===== src/rtl/dds_wave_gen.sv =====
// Multi-mode DDS waveform generator: phase accumulator with shadowed config,
// external sine ROM lookup and sawtooth/triangle/square synthesis.
module dds_wave_gen #(
  parameter int ACC_W   = 32,
  parameter int ADDR_W  = 11,
  parameter int DATA_W  = 10,
  parameter int ROM_LAT = 1
) (
  input  logic              clk,
  input  logic              rst,
  input  logic              en,
  input  logic              acc_clr,
  input  logic              cfg_load,
  input  logic              cfg_sync,
  input  logic [ACC_W-1:0]  freq_word,
  input  logic [ADDR_W-1:0] phase_off,
  input  logic [1:0]        mode,
  input  logic [ADDR_W-1:0] duty,
  output logic [ADDR_W-1:0] rom_addr,
  input  logic [DATA_W-1:0] rom_data,
  output logic [DATA_W-1:0] wave_out,
  output logic              wave_valid,
  output logic              wrap_out
);

  localparam logic [1:0] MODE_SINE = 2'b00;
  localparam logic [1:0] MODE_SAW  = 2'b01;
  localparam logic [1:0] MODE_TRI  = 2'b10;
  localparam logic [1:0] MODE_SQR  = 2'b11;
  localparam logic [ADDR_W-1:0] DUTY_RST = {1'b1, {(ADDR_W-1){1'b0}}};

  function automatic logic [DATA_W-1:0] saw_map(input logic [ADDR_W-1:0] a);
    return a[ADDR_W-1 -: DATA_W];
  endfunction

  // Second half of the phase circle is mirrored so the ramp folds back down.
  function automatic logic [DATA_W-1:0] tri_map(input logic [ADDR_W-1:0] a);
    logic [ADDR_W-2:0] t;
    t = a[ADDR_W-1] ? ~a[ADDR_W-2:0] : a[ADDR_W-2:0];
    return t[ADDR_W-2 -: DATA_W];
  endfunction

  function automatic logic [DATA_W-1:0] sqr_map(input logic [ADDR_W-1:0] a,
                                                input logic [ADDR_W-1:0] d);
    return (a < d) ? {DATA_W{1'b1}} : {DATA_W{1'b0}};
  endfunction

  logic [ACC_W-1:0]  act_k_r;
  logic [ADDR_W-1:0] act_p_r;
  logic [1:0]        act_mode_r;
  logic [ADDR_W-1:0] act_duty_r;
  logic [ACC_W-1:0]  shd_k_r;
  logic [ADDR_W-1:0] shd_p_r;
  logic [1:0]        shd_mode_r;
  logic [ADDR_W-1:0] shd_duty_r;
  logic              pend_r;

  logic [ACC_W-1:0]  acc_r;
  logic              wrap_r;
  logic              vld_r;

  logic [ACC_W:0]    sum_s;
  logic              wrap_now_s;
  logic              apply_s;
  logic [ADDR_W-1:0] addr_s;
  logic [DATA_W-1:0] sample_s;

  logic [ADDR_W-1:0] stg_addr_r [0:ROM_LAT];
  logic [1:0]        stg_mode_r [0:ROM_LAT];
  logic [ADDR_W-1:0] stg_duty_r [0:ROM_LAT];
  logic              stg_vld_r  [0:ROM_LAT];
  logic              stg_wrap_r [0:ROM_LAT];

  // Accumulator sum, wrap detection and pending-config apply decision.
  always_comb begin
    sum_s      = {1'b0, acc_r} + {1'b0, act_k_r};
    wrap_now_s = 1'b0;
    apply_s    = 1'b0;
    if (en && !acc_clr) begin
      wrap_now_s = sum_s[ACC_W];
    end else begin
      wrap_now_s = 1'b0;
    end
    // A load in the same cycle as the wrap defers the apply to the next wrap.
    if (pend_r && wrap_now_s && !cfg_load) begin
      apply_s = 1'b1;
    end else begin
      apply_s = 1'b0;
    end
  end

  // Phase code from the registered accumulator and active offset.
  always_comb begin
    addr_s = acc_r[ACC_W-1 -: ADDR_W] + act_p_r;
  end

  // Active/shadow configuration registers and pending flag.
  always_ff @(posedge clk) begin
    if (rst) begin
      act_k_r    <= '0;
      act_p_r    <= '0;
      act_mode_r <= 2'b00;
      act_duty_r <= DUTY_RST;
      shd_k_r    <= '0;
      shd_p_r    <= '0;
      shd_mode_r <= 2'b00;
      shd_duty_r <= DUTY_RST;
      pend_r     <= 1'b0;
    end else if (cfg_load && !cfg_sync) begin
      act_k_r    <= freq_word;
      act_p_r    <= phase_off;
      act_mode_r <= mode;
      act_duty_r <= duty;
      pend_r     <= 1'b0;
    end else if (cfg_load) begin
      shd_k_r    <= freq_word;
      shd_p_r    <= phase_off;
      shd_mode_r <= mode;
      shd_duty_r <= duty;
      pend_r     <= 1'b1;
    end else if (apply_s) begin
      act_k_r    <= shd_k_r;
      act_p_r    <= shd_p_r;
      act_mode_r <= shd_mode_r;
      act_duty_r <= shd_duty_r;
      pend_r     <= 1'b0;
    end
  end

  // Phase accumulator with wrap flag and sample-issue valid.
  always_ff @(posedge clk) begin
    if (rst) begin
      acc_r  <= '0;
      wrap_r <= 1'b0;
      vld_r  <= 1'b0;
    end else begin
      vld_r <= en;
      if (acc_clr) begin
        acc_r  <= '0;
        wrap_r <= 1'b0;
      end else if (en) begin
        acc_r  <= sum_s[ACC_W-1:0];
        wrap_r <= sum_s[ACC_W];
      end else begin
        wrap_r <= 1'b0;
      end
    end
  end

  // ROM address issue and delay line matching the external ROM latency.
  always_ff @(posedge clk) begin
    if (rst) begin
      rom_addr <= '0;
      for (int i = 0; i <= ROM_LAT; i++) begin
        stg_addr_r[i] <= '0;
        stg_mode_r[i] <= 2'b00;
        stg_duty_r[i] <= '0;
        stg_vld_r[i]  <= 1'b0;
        stg_wrap_r[i] <= 1'b0;
      end
    end else begin
      rom_addr      <= addr_s;
      stg_addr_r[0] <= addr_s;
      stg_mode_r[0] <= act_mode_r;
      stg_duty_r[0] <= act_duty_r;
      stg_vld_r[0]  <= vld_r;
      stg_wrap_r[0] <= wrap_r;
      for (int i = 1; i <= ROM_LAT; i++) begin
        stg_addr_r[i] <= stg_addr_r[i-1];
        stg_mode_r[i] <= stg_mode_r[i-1];
        stg_duty_r[i] <= stg_duty_r[i-1];
        stg_vld_r[i]  <= stg_vld_r[i-1];
        stg_wrap_r[i] <= stg_wrap_r[i-1];
      end
    end
  end

  // Waveform selection using the mode the sample was issued with.
  always_comb begin
    sample_s = '0;
    case (stg_mode_r[ROM_LAT])
      MODE_SINE: sample_s = rom_data;
      MODE_SAW:  sample_s = saw_map(stg_addr_r[ROM_LAT]);
      MODE_TRI:  sample_s = tri_map(stg_addr_r[ROM_LAT]);
      MODE_SQR:  sample_s = sqr_map(stg_addr_r[ROM_LAT], stg_duty_r[ROM_LAT]);
      default:   sample_s = '0;
    endcase
  end

  // Output register: sample holds between valid samples.
  always_ff @(posedge clk) begin
    if (rst) begin
      wave_out   <= '0;
      wave_valid <= 1'b0;
      wrap_out   <= 1'b0;
    end else begin
      wave_valid <= stg_vld_r[ROM_LAT];
      wrap_out   <= stg_wrap_r[ROM_LAT];
      if (stg_vld_r[ROM_LAT]) begin
        wave_out <= sample_s;
      end
    end
  end

endmodule


===== config.mk =====
export PLATFORM = sky130hd
export DESIGN_NAME = dds_wave_gen
export DESIGN_NICKNAME = d
export VERILOG_FILES = /design/src/rtl/dds_wave_gen.sv
export SDC_FILE = /design/constraint.sdc
export NUM_CORES = 1
export LEC_CHECK = 0
export BUFFER_PORTS_ARGS = -buffer_cell sky130_fd_sc_hd__buf_2
export CAP_MARGIN = 20
export CORE_MARGIN = 3
export CORE_UTILIZATION = 45
export DETAILED_ROUTE_END_ITERATION = 10
export MAX_ROUTING_LAYER = met4
export PLACE_DENSITY_LB_ADDON = 0.15
export RECOVER_POWER = 50
export SLEW_MARGIN = 30
export SYNTH_ARGS = -nofsm -noshare
export SYNTH_HDL_FRONTEND = slang
export SYNTH_SLANG_ARGS = --single-unit

===== constraint.sdc =====
create_clock -name clk -period 3.9 [get_ports clk]
set_input_delay 0.39 -clock clk [delete_from_list [all_inputs] [get_ports clk]]
set_output_delay 0.39 -clock clk [all_outputs]
set_load 0.01 [all_outputs]

# Word-level counts from Yosys, hierarchy flattened
# Memory sizes are Yosys's and may differ from the RTL's. A register that Yosys moved wholly into a read port is not among the register bits.
# Index checks and enable logic that the tools add are counted.
[totals] regBits=169 in_bits=72 ram_bits=52 n_memories=5
[mem_list] name="stg_addr_r" depth=2 width=11 rd=2 rd_clocked_by_memory_dff=0 write_ports=2 line_no="68" source="logic [ADDR_W-1:0] stg_addr_r [0:ROM_LAT];"
[mem_list] name="stg_duty_r" depth=2 width=11 rd=2 rd_clocked_by_memory_dff=0 write_ports=2 line_no="70" source="logic [ADDR_W-1:0] stg_duty_r [0:ROM_LAT];"
[mem_list] name="stg_mode_r" depth=2 width=2 rd=2 rd_clocked_by_memory_dff=0 write_ports=2 line_no="69" source="logic [1:0] stg_mode_r [0:ROM_LAT];"
[mem_list] name="stg_vld_r" depth=2 width=1 rd=2 rd_clocked_by_memory_dff=0 write_ports=2 line_no="71" source="logic stg_vld_r [0:ROM_LAT];"
[mem_list] name="stg_wrap_r" depth=2 width=1 rd=2 rd_clocked_by_memory_dff=1 write_ports=2 line_no="72" source="logic stg_wrap_r [0:ROM_LAT];"
[classes] magnitude_cmp=1 reduce_logical=15 n_mux=32 n_eq_ne=4 bitwise=13 add_sub_neg=2
[ops] operator="11-bit two-way mux" count=10
[ops] operator="32-bit two-way mux" count=3
[ops] operator="10-bit one-hot mux with 4 select lines" count=1
[ops] operator="32-bit by 32-bit adder with 33-bit output" count=1
[ops] operator="10-bit two-way mux" count=2
[ops] operator="11-bit adder" count=1
[ops] operator="11-bit less-than comparator" count=1
[ops] operator="1-bit two-way mux" count=11
[ops] operator="2-bit two-way mux" count=5
[ops] operator="10-bit NOT" count=1
[ops] operator="1-bit bitwise OR" count=10
[ops] operator="2-bit equality test (second input constant)" count=2
[ops] operator="1-bit logical AND" count=4
[ops] operator="2-bit AND reduction" count=2
[ops] operator="2-bit nonzero test" count=2
[ops] operator="2-bit OR reduction" count=2
[ops] operator="1-bit logical NOT" count=3
[ops] operator="3-bit OR reduction" count=1
[ops] operator="2-bit by 1-bit equality test with 1-bit output (second input constant)" count=1
[ops] operator="2-bit logical NOT" count=1
[ops] operator="2-bit by 1-bit inequality test with 1-bit output (second input constant)" count=1
[ops] operator="1-bit NOT" count=2

# Longest topological paths before layout
# Gate-level depths: netlist (run 1).
[depth] ltp_word=9 depth_mapped=12

# Worst setup path after synthesis (run 1)
# No wires, ideal clock.
[synth_path] kind="register to register" startpoint="register act_k_r[0]" endpoint="register act_duty_r[0]" path_stages_with_launch=12 period_less_slack_ns=2.998 t_required_ns=3.779 setup_slack_ns=0.902 path_buffers=1 setup_time_ns=0.121 t_arrival_ns=2.877 cell_sequence="dfxtp_1 -> ha_1 -> fa_1 -> a211oi_1 -> o21bai_2 -> o2111ai_2 -> a31oi_2 -> o211ai_2 -> a2111oi_4 -> or3_4 -> buf_6 -> mux2_4"
[synth_via] elab_chain_len=7
[synth_rtl] element="start, declared" line_no="48" source="logic [ACC_W-1:0] act_k_r;"
[synth_rtl] element="start signal, assigned" line_no="110" source="act_k_r <= freq_word;"
[synth_rtl] element="start signal, assigned" line_no="122" source="act_k_r <= shd_k_r;"
[synth_rtl] element="32-bit by 32-bit adder with 33-bit output" line_no="76" source="sum_s = {1'b0, acc_r} + {1'b0, act_k_r};"
[synth_rtl] element="1-bit two-way mux" line_no="79" source="if (en && !acc_clr) begin"
[synth_rtl] element="1-bit logical AND (2 in series)" line_no="85" source="if (pend_r && wrap_now_s && !cfg_load) begin"
[synth_rtl] element="1-bit two-way mux" line_no="85"
[synth_rtl] element="2-bit nonzero test (no line)"
[synth_rtl] element="2-bit AND reduction (no line)"
[synth_rtl] element="end signal, assigned" line_no="113" source="act_duty_r <= duty;"
[synth_rtl] element="end signal, assigned" line_no="125" source="act_duty_r <= shd_duty_r;"
[synth_rtl] element="end, declared" line_no="51" source="logic [ADDR_W-1:0] act_duty_r;"
# No other way between the ends.
# A chain may end at the register's enable or synchronous reset.

# Final worst setup path (run 1)
[layout_path] startpoint="register act_k_r[0]" endpoint="register act_k_r[18]"
[layout_via] elab_chain_len=7
[layout_rtl] element="32-bit by 32-bit adder with 33-bit output" line_no="76"
[layout_rtl] element="1-bit two-way mux" line_no="79"
[layout_rtl] element="1-bit logical AND (2 in series)" line_no="85"
[layout_rtl] element="1-bit two-way mux" line_no="85"
[layout_rtl] element="2-bit nonzero test (no line)"
[layout_rtl] element="2-bit AND reduction (no line)"
# No other way between the ends.

==> results of run 1 <==
==> critical path, stage by stage (launching register included) <==
cell and delay [ns]:
dfxtp_1 0.31, ha_1 0.22, fa_1 0.43, a211oi_1 0.34
o21bai_2 0.15, o2111ai_2 0.27, a31oi_2 0.14, o211ai_2 0.23
a2111oi_4 0.10, or3_4 0.63, buf_4 0.33, a211oi_2 0.20
==> power groups by stage <==
stage          Sequential [W]  Clock, W  Combinational (W)
2_1_floorplan         0.00232         0           0.000411
3_3_place_gp          0.00234         0           0.000523
3_5_place_dp          0.00234         0           0.000527
4_1_cts               0.00230   0.00231           0.000531
5_1_grt               0.00231   0.00239           0.000593
6_report              0.00230   0.00225           0.000527
==> per-stage QoR <==
step                      setup WS, ns  hold WS [ns]  cell area (um2)  total power [W]  utilization
after floorplan                  0.902         0.414            10600          0.00274            -
after global placement           0.477         0.419            11100          0.00287        0.486
after detailed placement         0.453         0.420            11100          0.00287        0.486
after CTS                        0.410         0.102            11900          0.00514        0.521
after global routing             0.176         0.124            11900          0.00529        0.519
final                            0.407         0.116            11900          0.00508        0.519
==> state kept, by name, summed over array words and instances, names as in the netlist, 4 cells and up <==
signal and count:
shd_duty_r 11, act_p_r 11, stg_addr_r 12, shd_p_r 11, acc_r 32, wave_out 10, act_duty_r 11, shd_k_r 32
stg_duty_r 22, rom_addr 10, act_k_r 32, stg_mode_r 4
==> worst max path at each step <==
stage                     slack, ns                          to                     from  cells past startpoint
after floorplan                0.90  act_duty_r[0]$_SDFFE_PP0P_  act_k_r[0]$_SDFFE_PP0P_                     11
after global placement         0.48    act_k_r[13]$_SDFFE_PP0P_  act_k_r[0]$_SDFFE_PP0P_                     11
after detailed placement       0.45    act_k_r[15]$_SDFFE_PP0P_  act_k_r[0]$_SDFFE_PP0P_                     11
after CTS                      0.41    act_k_r[18]$_SDFFE_PP0P_  act_k_r[0]$_SDFFE_PP0P_                     11
after global routing           0.18     act_k_r[8]$_SDFFE_PP0P_  act_k_r[0]$_SDFFE_PP0P_                     11
final                          0.41    act_k_r[18]$_SDFFE_PP0P_  act_k_r[0]$_SDFFE_PP0P_                     11
==> area by class of cell <==
type | instances | area, um2
clock buffer | 35 | 703
fill | 2148 | 11000
clock inverter | 7 | 90.1
sequential | 211 | 4220
timing repair buffer | 106 | 542
inverter | 25 | 93.8
tap | 313 | 392
multi-input combinational | 831 | 5850
==> logic make-up after synthesis <==
family / share of synthesized area
buffers and inverters: 0.0545
AND/OR/NAND/NOR: 0.175
AO/OA/AOI/OAI: 0.196
multiplexers: 0.0827
XOR/XNOR: 0.0297
flip-flops: 0.397
adder cells (fa/ha/maj): 0.0650
==> per-layer routing <==
| metal | up-vias | GRT usage | wire length [um] |
|---|---|---|---|
| li1 | 4218 | - | - |
| met1 | 3743 | 0.293 | 12900 |
| met2 | 145 | 0.273 | 9900 |
| met3 | 31 | 0.0246 | 918 |
| met4 | 0 | 0.0382 | 434 |
| met5 | - | - | 0 |
==> cell usage in the layout (no fill, tap or decap), types with 3 or more instances in the layout <==
| master | count |
|---|---|
| clkbuf_8 | 4 |
| o211ai_1 | 6 |
| buf_4 | 9 |
| nand4_1 | 6 |
| o22ai_1 | 4 |
| mux2i_1 | 71 |
| a211oi_2 | 40 |
| nor2_1 | 60 |
| nor4_1 | 44 |
| o21ai_0 | 11 |
| mux2_4 | 6 |
| clkinv_2 | 3 |
| and4_1 | 5 |
| and3_1 | 4 |
| o21ai_1 | 9 |
| mux2_1 | 7 |
| dfxtp_1 | 211 |
| o21a_1 | 11 |
| a211oi_1 | 15 |
| xor2_1 | 7 |
| clkbuf_1 | 27 |
| a22oi_1 | 9 |
| xnor2_1 | 29 |
| or3_1 | 3 |
| nand3_1 | 10 |
| buf_2 | 73 |
| ha_1 | 52 |
| a31oi_1 | 14 |
| inv_1 | 25 |
| nand2b_1 | 24 |
| o311ai_0 | 10 |
| clkbuf_16 | 25 |
| nor2b_1 | 50 |
| a21oi_1 | 94 |
| and2_1 | 3 |
| nor3_1 | 9 |
| a21o_1 | 24 |
| nand2_1 | 144 |
==> results.cfg, run 1 <==
[logic_synthesis]
synth_area_mm2 = 0.0106
yosysMostFrequentCell = dfxtp_1
synthCells = 1161
yosys_warnings = 0
synth.area.top_cells = dfxtp_1 40%, mux2i_1 6.7%, ha_1 6.1%, nand2_1 5.1%, a211oi_2 4.7%
syn_area_per_cell_um2 = 9.16
synth_edf_count = 0
syn-num-nets = 1287
synth_top_area_share = 0.397
synth_common_cells = 211 x dfxtp_1, 145 x nand2_1, 94 x a21oi_1
async_flop_share = 0
netlist-cell-type-count = 71
synthFlopType = dfxtp_1
yosysSeqAreaShare = 0.397
yosys.area.top_type = dfxtp_1
synth-seq-cells = 211

[critical_path]
timing_worst_setup_path_type = reg2reg
r2r-start = act_k_r[0]$_SDFFE_PP0P_
end_kind = flip-flop
cp_max_fo = 35
r2r_cells = 11
required_ns = 4.31
worst_ep_arrival_time_ns = 3.90
critPathLaunchType = flip-flop
r2r_slack_ns = 0.41
r2r-end = act_k_r[18]$_SDFFE_PP0P_

[power_and_ir_drop]
leakagePower_nw = 4.70
p_per_area_mw_per_mm2 = 427
p_switching_w = 0.00124
power.share.combinational = 0.104
clkPwrFrac = 0.444
sequentialPowerShare = 0.452
p_sw_frac = 0.243
internal_power_w = 0.00384
irDropWorstVdd_mv = 0.343

[timing]
post-route-period-util = 0.896
post-route-min-period_ns = 3.49
rsz0062_at_grt = no
slew_headroom = -1.19
skew_ns = 0.00846
setup-violations-final = 0
drv_slew = 123
hold_violations = 0
fin_setup_tns_ns = 0
worstMarginPinSlew_ns = 3.28
maxClockFrequency_mhz = 286

[grt]
grt_overflow = 0
grt_usage = 0.193
grt_pass1_vias = 7761
grt_max_degree = 101
antenna_found_initial = 0
grt_pass1_wl_um = 40600

[detailed_routing]
wl_um = 24200
via_count = 8137
drc = 0
drtAntennaViolNets = 0
drt_iter0_drc = 504
first_pass_iters = 5
wire_per_inst_um = 15.8
viasPerCell = 5.33

[run_status]
failed_checks = capacitance limit, slew limit
status = finished with violations

[die]
start_util = 0.464
fp.dieH_um = 160
ios = 95
rows = 55
core-area_mm2 = 0.0229
dieArea_mm2 = 0.0255
die_w_um = 160

[clock_network]
ctsResizeCount = 0
cts.sinks = 211
clk_pin_slew_ns = 0.06
cts_buffer_depth = 3
cts_hold_buf = 0
htree_levels = 1
clkLatencyLatePin_ns = 0.51
post_cts.repair.setup_buffers = 0
cts_buffers = 24
clock-root-buffer = clkbuf_16
cts_tree = yes

[place]
gp_congestion = 0.860
dp.cells = 1486
portBuffers = 94
dpl.hpwl_um = 15800

[finish]
fin_cells = 1528
antenna_cells = 0
area_delta_synth_final_pct = 11.8
nets = 1325
drive_gt1_frac = 0.152

[run]
drv_cap = 3

[min_path]
hold_path_class = in2reg
holdPathEnd = shd_duty_r[10]$_SDFFE_PP1P_
hp-start = duty[10]
hold_depth = 3
Note: power is estimated with default switching activity, not from simulation.
==> run 2, diff against run 1 <==
Settings changed: BUFFER_PORTS_ARGS -buffer_cell sky130_fd_sc_hd__buf_2 to -buffer_cell sky130_fd_sc_hd__clkbuf_2, CORE_UTILIZATION 45 to 32.
==> results.cfg, run 2 (synthesis gave the netlist of run 1 again) <==
[timing]
post-route-period-util = 0.914
setup-violations-final = 0
skew_ns = 0.0162
post-route-min-period_ns = 3.56
drv_slew = 86
worstMarginPinSlew_ns = 2.95
setup_slack_ns = 0.336
fin_setup_tns_ns = 0
hold_violations = 0
slew_headroom = -0.965
rsz0062_at_grt = no
maxClockFrequency_mhz = 281

[critical_path]
r2r_slack_ns = 0.34
max_stage_delay_ns = 0.72
cp_max_fo = 49
end_kind = flip-flop
critPathLaunchType = flip-flop
critPathSlowestCell = or3_4
crit_path_cell_trace = ha_1 -> fa_1 -> a211oi_1 -> o21bai_2 -> o2111ai_2 -> a31oi_2 -> o211ai_2 -> a2111oi_4 -> or3_4 -> buf_4 -> a211oi_2
required_ns = 4.31
worst_ep_arrival_time_ns = 3.97
timing_worst_setup_path_type = reg2reg

[clock_network]
cts_tree = yes
ctsResizeCount = 0
clkLatencyLatePin_ns = 0.53
clk_pin_slew_ns = 0.06
post_cts.repair.setup_buffers = 0
cts_hold_buf = 0
cts.sinks = 211
cts_buffers = 25
htree_levels = 1
clock-root-buffer = clkbuf_16
cts_buffer_depth = 3

[power_and_ir_drop]
p_sw_frac = 0.248
p_per_area_mw_per_mm2 = 436
fin_total_pwr_w = 0.00530
p_switching_w = 0.00131
sequentialPowerShare = 0.434
clkPwrFrac = 0.465
power.share.combinational = 0.101
internal_power_w = 0.00398
leakagePower_nw = 4.76
irDropWorstVdd_mv = 0.323

[grt]
antenna_found_initial = 0
grt_pass1_vias = 7619
grt_overflow = 0
grt_max_degree = 78
grt_usage = 0.149
grt_pass1_wl_um = 42400

[detailed_routing]
drc = 0
drt_iter0_drc = 404
first_pass_iters = 4
via_count = 8219
wire_per_inst_um = 16.0
drtAntennaViolNets = 0
viasPerCell = 4.95
wl_um = 26600

[die]
rows = 66
fp.dieH_um = 188
start_util = 0.326
die_w_um = 188
dieArea_mm2 = 0.0354
ios = 95
core-area_mm2 = 0.0326

[place]
pre_cts_slack_ns = 0.359
placed_cell_area_mm2 = 0.0113
portBuffers = 94
dpl.hpwl_um = 17600
dp.cells = 1616
gp_congestion = 0.803

[finish]
reg.largest.list = acc_r (32), act_k_r (32), shd_k_r (32)
most-common-layout-cells = 211 x dfxtp_1, 145 x nand2_1, 94 x a21oi_1, 71 x mux2i_1, 71 x clkbuf_2
antenna_cells = 0
drive_gt1_frac = 0.154
fin_cells = 1662
post-route-cell-area_mm2 = 0.0121
final_common_cell = dfxtp_1
area_delta_synth_final_pct = 14.2
nets = 1327

[run]
drv_cap = 2

[min_path]
hold_path_class = in2reg

[run_status]
status = finished with violations
failed_checks = capacitance limit, slew limit
## run 2: worst max-delay path: cells and delay by family (launching register included)
family                   cells  cell delay, ns
AO/OA/AOI/OAI                7            1.43
AND/OR/NAND/NOR              1            0.72
adder cells (fa/ha/maj)      2            0.65
buffers and inverters        1            0.33
flip-flops                   1            0.32
## run 2: power groups by stage
stage / combinational [W] / sequential [W] / clock (W)
final: 0.000534 / 0.00230 / 0.00246
after global routing: 0.000597 / 0.00231 / 0.00264
after CTS: 0.000543 / 0.00230 / 0.00254
after detailed placement: 0.000539 / 0.00235 / 0
after global placement: 0.000536 / 0.00235 / 0
after floorplan: 0.000411 / 0.00232 / 0
## run 2: per-stage QoR
stage                     hold slack (ns)  utilization
after floorplan                     0.414            -
after global placement              0.424        0.346
after detailed placement            0.426        0.346
after CTS                          0.0696        0.373
after global routing               0.0793        0.372
final                              0.0885        0.372
## run 2: worst paths after layout
| check | startpoint | to | depth (start not counted) |
|---|---|---|---|
| worst min register to register | stg_duty_r[0][0]$_SDFF_PP0_ | stg_duty_r[0][11]$_SDFF_PP0_ | 1 |
| worst max-delay path | act_k_r[0]$_SDFFE_PP0P_ | act_k_r[19]$_SDFFE_PP0P_ | 11 |
| worst max register to register | act_k_r[0]$_SDFFE_PP0P_ | act_k_r[19]$_SDFFE_PP0P_ | 11 |
| worst min-delay path | phase_off[5] | shd_p_r[5]$_SDFFE_PP0P_ | 3 |
## run 2: area by class of cell
class / count / area [um2]
inverter: 25 / 93.8
fill: 3370 / 20500
timing repair buffer: 107 / 539
clock inverter: 10 / 146
tap: 442 / 553
multi-input combinational: 831 / 5840
sequential: 211 / 4220
clock buffer: 36 / 737
## run 2: layer usage
layer	track usage	part of all wire
met1	0.226	0.54
met2	0.208	0.40
met3	0.0220	0.043
met4	0.0294	0.014
met5	-	0
